File: src/rtl/hazard_controller.sv
// Pipeline hazard / stall sequencer: 3-slot destination scoreboard (EXE, MEM, WB),
// bubble/freeze/flush/stall outputs and a RUN/HAZ/MEMWAIT FSM. Optional macro: FORWARDING_EN.
module hazard_controller #(
  parameter int CNT_W = 16
) (
  input  logic             clk,
  input  logic             rst,
  input  logic [3:0]       id_src1,
  input  logic [3:0]       id_src2,
  input  logic             id_use_src1,
  input  logic             id_use_src2,
  input  logic             id_wb_en,
  input  logic             id_mem_r_en,
  input  logic [3:0]       id_dest,
  input  logic             exe_branch_taken,
  input  logic             mem_access,
  input  logic             mem_ready,
  output logic             hazard,
  output logic             freeze,
  output logic             flush,
  output logic             stall_all,
  output logic [1:0]       state,
  output logic [CNT_W-1:0] stall_cnt,
  output logic [CNT_W-1:0] flush_cnt
);

  typedef enum logic [1:0] {
    RUN     = 2'b00,
    HAZ     = 2'b01,
    MEMWAIT = 2'b10
  } state_t;

  state_t cur_state, nxt_state;

  logic       exe_v, mem_v, wb_v;
  logic [3:0] exe_d, mem_d, wb_d;
  logic       exe_l, mem_l, wb_l;

  logic exe_match, mem_match, raw_hazard, bubble;

  assign exe_match = exe_v && ((id_use_src1 && (id_src1 == exe_d)) ||
                               (id_use_src2 && (id_src2 == exe_d)));
  assign mem_match = mem_v && ((id_use_src1 && (id_src1 == mem_d)) ||
                               (id_use_src2 && (id_src2 == mem_d)));

  // The WB slot never stalls: the register file writes before it is read.
`ifdef FORWARDING_EN
  assign raw_hazard = exe_match && exe_l;
`else
  assign raw_hazard = exe_match || mem_match;
`endif

  // Memory handshake: an access is pending in MEM while mem_access is high and
  // completes in the cycle mem_ready is high; until then the whole pipe holds.
  assign stall_all = rst && mem_access && !mem_ready;
  assign flush     = rst && !stall_all && exe_branch_taken;
  assign hazard    = rst && !stall_all && !exe_branch_taken && raw_hazard;
  assign freeze    = hazard;
  assign bubble    = flush || hazard;
  assign state     = cur_state;

  always_ff @(posedge clk or negedge rst) begin
    if (!rst) begin
      exe_v <= 1'b0;
      exe_d <= 4'd0;
      exe_l <= 1'b0;
      mem_v <= 1'b0;
      mem_d <= 4'd0;
      mem_l <= 1'b0;
      wb_v  <= 1'b0;
      wb_d  <= 4'd0;
      wb_l  <= 1'b0;
    end else if (!stall_all) begin
      wb_v  <= mem_v;
      wb_d  <= mem_d;
      wb_l  <= mem_l;
      mem_v <= exe_v;
      mem_d <= exe_d;
      mem_l <= exe_l;
      exe_v <= bubble ? 1'b0 : id_wb_en;
      exe_d <= bubble ? 4'd0 : id_dest;
      exe_l <= bubble ? 1'b0 : id_mem_r_en;
    end
  end

  always_ff @(posedge clk or negedge rst) begin
    if (!rst) begin
      cur_state <= RUN;
    end else begin
      cur_state <= nxt_state;
    end
  end

  always_comb begin
    nxt_state = cur_state;
    case (cur_state)
      RUN: begin
        if (stall_all)   nxt_state = MEMWAIT;
        else if (hazard) nxt_state = HAZ;
        else             nxt_state = RUN;
      end
      HAZ: begin
        if (stall_all)   nxt_state = MEMWAIT;
        else if (hazard) nxt_state = HAZ;
        else             nxt_state = RUN;
      end
      MEMWAIT: begin
        if (stall_all)   nxt_state = MEMWAIT;
        else if (hazard) nxt_state = HAZ;
        else             nxt_state = RUN;
      end
      default: nxt_state = RUN;
    endcase
    // flush is already masked by stall_all, so a memory wait still wins.
    if (flush) nxt_state = RUN;
  end

  always_ff @(posedge clk or negedge rst) begin
    if (!rst) begin
      stall_cnt <= '0;
      flush_cnt <= '0;
    end else begin
      if (hazard || stall_all) stall_cnt <= stall_cnt + CNT_W'(1);
      if (flush)               flush_cnt <= flush_cnt + CNT_W'(1);
    end
  end

endmodule

File: config.mk
export PLATFORM = sky130hd
export DESIGN_NAME = hazard_controller
export DESIGN_NICKNAME = d
export VERILOG_FILES = /design/src/rtl/hazard_controller.sv
export SDC_FILE = /design/constraint.sdc
export NUM_CORES = 1
export LEC_CHECK = 0
export CAP_MARGIN = 25
export CORE_ASPECT_RATIO = 1.25
export CORE_MARGIN = 3
export CORE_UTILIZATION = 51
export DETAILED_ROUTE_END_ITERATION = 10
export PLACE_DENSITY = 0.93
export SYNTH_ARGS = -nofsm -noshare
export SYNTH_HDL_FRONTEND = slang
export SYNTH_SLANG_ARGS = --single-unit
File: constraint.sdc
create_clock -name clk -period 3.75 [get_ports clk]
set_input_delay 0.375 -clock clk [delete_from_list [all_inputs] [get_ports clk]]
set_output_delay 0.375 -clock clk [all_outputs]
set_load 0.02 [all_outputs]
==> impl_metrics.yaml, run 1 <==
routing:
  ant_nets: 0
  wire_per_inst_microns: 15.9
  vias: 1587
  drc: 0
  routed_via_density: 5.45
  dr.pass1.iters: 4
  drt_wl_total_microns: 4620
  detail_route.iter0.violations: 48
final_layout:
  seqCellArea_sq_mm: 0.00110
  multi_input_area_sq_mm: 0.00101
  layout-drive-gt1-share: 0.0970
  fill_cells: 303
  area_delta_synth_final_pct: 32.2
  final_nets: 262
  fin_cells: 291
  diodes: 0
die:
  fp.dieArea_sq_mm: 0.00504
  start_util: 0.550
  die_y_microns: 78.6
  io_pins: 59
  core_sq_mm: 0.00391
  placementRows: 25
  die_w_microns: 64.1
clock_tree:
  htreeDepth: 2
  clk_path_buf_depth: 2
  cts_setup_buffers: 0
  cts_resized: 0
  hold_buffers: 0
  worstSkewPairLatency_ns: 0.29
  clockRootBuffer: "clkbuf_8"
  clk_pin_slew_ns: 0.07
  cts.sinks: 44
  cts_inserted_buffers: 5
  cts_tree: "done"
timing:
  final_max_slew_viol_count: 0
  rsz0062_at_grt: "false"
  hold_viol_final: 0
  finalClockSkew_ns: 0.00432
  tightest_slew_ns: 0.747
  slew_headroom: 0.498
  max_freq_ghz: 0.351
  finalSetupViolations: 0
  fin_tns_setup_ns: 0
  layout_min_cycle_time_ns: 2.85
  post-route-period-util: 0.759
placement:
  io_buffer_count: 57
  dp_hpwl_microns: 3420
  placed_cells: 286
  gp_congestion: 0.811
power_and_ir_drop:
  p_leak_nw: 1.21
  p_per_area_mw_per_mm2: 435
  peakVddDrop_mv: 0.407
  power_mw: 1.24
synthesis:
  yosysMostFrequentCell: "dfrtp_1"
  yosys.area.top_type: "dfrtp_1"
  synth.avg_cell_area_sq_um: 12.1
  synth_top_flop_cell: "dfrtp_1"
  synth_edf_count: 0
  seq_area_frac_synth: 0.512
  synthCells: 178
  ys_types: 34
  yosysTopAreaCellShare: 0.512
  synth_commonest_cells: "dfrtp_1, xnor2_1, xor2_1"
  synthTopCellsByArea: "dfrtp_1, xnor2_1, xor2_1, mux2_2, and4_1"
  syn-num-nets: 201
  async_flop_share: 1.00
  synth.cell_area_sq_mm: 0.00215
  ys_warn_count: 0
  synth-seq-cells: 44
global_routing:
  grt_pass1_vias: 1723
  grt.overflow.total: 0
  grt_max_degree: 27
  track_usage: 0.204
  grt_pass1_wl_microns: 8080
  antenna_found_initial: 0
setup_path:
  cp_max_fo: 3
  start_kind: "input port"
  crit_path_end_kind: "output port"
  critical_path_required_ns: 3.38
  criticalPathCategory: "input port to output port"
  crit_arrival_ns: 2.47
job:
  drv_cap: 0
min_path:
  min_path_type: "input port to async pin"
run_status:
  outcome: "complete, no violations"
## critical path, stage by stage
cell	delay (ns)
clkdlybuf4s50_1	0.45
xor2_1	0.19
nor3_2	0.19
nand4_1	0.19
a41oi_4	0.26
and2b_1	0.19
clkdlybuf4s50_1	0.64
## metal layers
metal,vias to the layer above,GRT usage,part of all wire
met5,-,0,0
met4,0,0.0713,0.023
met3,8,0.0515,0.043
met2,40,0.355,0.52
met1,785,0.241,0.41
li1,754,-,-
## worst paths after layout
kind	depth (start not counted)	startpoint	end	slack [ns]
max in group asynchronous	2	rst	flush_cnt[11]	3.43
worst max-delay path	7	id_src1[0]	hazard	0.90
worst min register to register	1	flush_cnt[15]	flush_cnt[15]	0.47
min in group clk	1	flush_cnt[15]	flush_cnt[15]	0.47
worst min-delay path	2	rst	stall_cnt[4]	0.06
worst max register to register	7	exe_d[0]	stall_cnt[1]	1.76
## power breakdown
group / internal [mW] / switching (mW) / leakage [nW]
Sequential: 0.539 / 0.0781 / 0.581
Clock: 0.120 / 0.134 / 0.0359
Combinational: 0.190 / 0.176 / 0.592
Total: 0.849 / 0.389 / 1.21
## sequential cells by signal (all words and copies together), names as in the netlist
signal,flops
flush_cnt,16
mem_v,1
exe_d,4
state,2
mem_d,4
stall_cnt,16
exe_v,1
## per-stage QoR
step / hold WS [ns] / area (sq um) / utilization / setup slack [ns]
detailed placement: 0.381 / 2770 / 0.709 / 0.893
global route: 0.0837 / 2840 / 0.727 / 0.744
CTS: 0.0661 / 2840 / 0.727 / 0.873
finish: 0.0623 / 2840 / 0.727 / 0.903
global placement: 0.374 / 2770 / 0.709 / 0.900
floorplan: 0.0794 / 2150 / - / 1.71
## area by class of cell
cell class              count  area share
repair buffers             61       0.210
flip-flops and latches     44       0.387
clock buffers               5      0.0242
multi-input cells         127       0.355
well taps                  54      0.0238
## cell families (layout without fill, tap and decap cells)
kind of cell	after synthesis	after routing	share of synthesized area
simple gates	49	49	0.138
fa+ha+maj	2	2	0.0116
xor+xnor	46	46	0.187
compound gates	23	23	0.0937
mux	7	7	0.0384
flops	44	44	0.512
buf+inv	7	66	0.0186
## layout by cell type, fill, tap and decap left out, types with 4 or more instances in the layout
master and count:
clkdlybuf4s50_1 56, dfrtp_1 44, xnor2_1 30, xor2_1 16, nand4_1 8, nand2_1 8, mux2_2 6, and4_1 6
and3_1 5, o211ai_1 5, a22o_1 5, nand3_1 5, clkbuf_8 5, o2111ai_1 4, nor2_1 4, buf_4 4
(Power assumes the default switching activity.)
==> inputs of run 2 (changes only) <==
--- a/config.mk
+++ b/config.mk
@@ -8,9 +8,9 @@
 export CAP_MARGIN = 25
 export CORE_ASPECT_RATIO = 1.25
 export CORE_MARGIN = 3
-export CORE_UTILIZATION = 51
+export CORE_UTILIZATION = 43
 export DETAILED_ROUTE_END_ITERATION = 10
-export PLACE_DENSITY = 0.93
+export PLACE_DENSITY = 0.85
 export SYNTH_ARGS = -nofsm -noshare
 export SYNTH_HDL_FRONTEND = slang
 export SYNTH_SLANG_ARGS = --single-unit
==> constraint.sdc (replaced) <==
create_clock -name clk -period 2.5 [get_ports clk]
set_input_delay 0.25 -clock clk [delete_from_list [all_inputs] [get_ports clk]]
set_output_delay 0.25 -clock clk [all_outputs]
set_load 0.02 [all_outputs]
==> impl_metrics.yaml, run 2 (synthesized netlist as in run 1, its figures left out) <==
setup_path:
  crit_path_end_kind: "output port"
  critPathTopFamily: "buffers and inverters"
  critical_path_required_ns: 2.25
  cp_max_fo: 3
  crit_arrival_ns: 2.05
  crit_chain: "clkdlybuf4s50_1 -> xor2_1 -> nor3_1 -> nand4_1 -> a41oi_4 -> and2b_1 -> dlygate4sd2_1"
  cp_num_buf_inv: 2
  start_kind: "input port"
  crit_slowest_cell: "clkdlybuf4s50_1"
  slowest_delay_ns: 0.45
  criticalPathCategory: "input port to output port"
final_layout:
  fill_cells: 405
  reg.largest.list: "flush_cnt (16), stall_cnt (16)"
  layout-drive-gt1-share: 0.118
  fin_area_sq_mm: 0.00294
  area_delta_synth_final_pct: 36.6
  layout_common_cells: "clkdlybuf4s50_1, dfrtp_1, xnor2_1"
  fin_cells: 305
  mostFrequentLayoutCell: "clkdlybuf4s50_1"
  final_nets: 267
  diodes: 0
  fin_util: 0.612
clock_tree:
  htreeDepth: 2
  cts_setup_buffers: 0
  cts_tree: "done"
  worstSkewPairLatency_ns: 0.29
  clk_pin_slew_ns: 0.09
  cts.sinks: 44
  cts_inserted_buffers: 5
  clk_path_buf_depth: 2
  clockRootBuffer: "clkbuf_8"
die:
  placementRows: 28
  fp.dieArea_sq_mm: 0.00589
  core_sq_mm: 0.00480
  die_y_microns: 85.1
  die_w_microns: 69.3
  start_util: 0.448
  io_pins: 59
placement:
  placed_cells: 296
  dpl_cell_area_sq_mm: 0.00282
  dp_hpwl_microns: 3500
  place_ws_ns: -0.101
  gp_congestion: 0.846
  io_buffer_count: 57
routing:
  detail_route.iter0.violations: 57
  drc: 0
  wire_per_inst_microns: 15.3
  dr.pass1.iters: 4
  ant_nets: 0
  drt_wl_total_microns: 4670
  routed_via_density: 5.11
  vias: 1558
global_routing:
  grt_pass1_vias: 1613
  antenna_found_initial: 0
  track_usage: 0.165
  grt.overflow.total: 0
  grt_pass1_wl_microns: 7890
  grt_max_degree: 28
timing:
  finalSetupViolations: 0
  hold_viol_final: 0
  final_max_slew_viol_count: 0
  fin_hold_ws_ns: 0.467
  layout_min_cycle_time_ns: 2.30
  max_freq_ghz: 0.435
  post-route-period-util: 0.920
  setup_slack_ns: 0.201
  finalClockSkew_ns: 0.00845
  tightest_slew_ns: 0.338
  slew_headroom: 0.773
  fin_tns_setup_ns: 0
  rsz0062_at_grt: "false"
job:
  drv_cap: 0
min_path:
  min_path_type: "flop to flop"
power_and_ir_drop:
  peakVddDrop_mv: 0.489
  p_per_area_mw_per_mm2: 682
  power_mw: 2.01
  p_leak_nw: 1.26
run_status:
  outcome: "complete, no violations"
## run 2: cell types whose count changed in the layout (fill, tap and decap cells not counted)
cell / delta
buf_4: +3
clkdlybuf4s50_1: -2
dlygate4sd2_1: +2
buf_12: +1
bufinv_16: +1
clkbuf_1: +1
clkinv_2: +1
dlygate4sd3_1: +1
## run 2: cell type report
| class | count | area, sq um | area share |
|---|---|---|---|
| Clock buffer | 6 | 72.6 | 0.0247 |
| Multi-Input combinational cell | 127 | 1010 | 0.344 |
| Tap cell | 60 | 75.1 | 0.0255 |
| Timing Repair Buffer | 66 | 646 | 0.220 |
| Clock inverter | 2 | 35.0 | 0.0119 |
| Sequential cell | 44 | 1100 | 0.375 |
## run 2: path summary, 6_finish.rpt
path | end | startpoint | depth (start not counted) | slack, ns
min in group asynchronous | flush_cnt[13] | rst | 3 | 0.52
max reg2reg | stall_cnt[1] | mem_d[0] | 7 | 0.53
max in group asynchronous | stall_cnt[4] | rst | 3 | 1.67
max | hazard | id_src2[0] | 7 | 0.20
min | flush_cnt[15] | flush_cnt[15] | 1 | 0.47
min reg2reg | flush_cnt[15] | flush_cnt[15] | 1 | 0.47
## run 2: per-layer routing
layer / global-route usage / wire length, microns / up-vias
met5: 0 / 0 / -
met4: 0.0426 / 47 / 0
met3: 0.0344 / 144 / 4
met2: 0.281 / 2370 / 35
met1: 0.214 / 2110 / 753
li1: - / - / 766
## run 2: power breakdown
group          internal [mW]  leakage (nW)  total, mW  switching [mW]
registers              0.808         0.581      0.925           0.117
clock network          0.297        0.0552      0.529           0.232
logic                  0.291         0.627      0.551           0.260
## run 2: what timing repair did
action	4_1_cts	5_1_grt
gates resized for setup	2	0
endpoints found under the setup margin	2	0
endpoints found under the hold margin	12	0
hold buffers	1	0
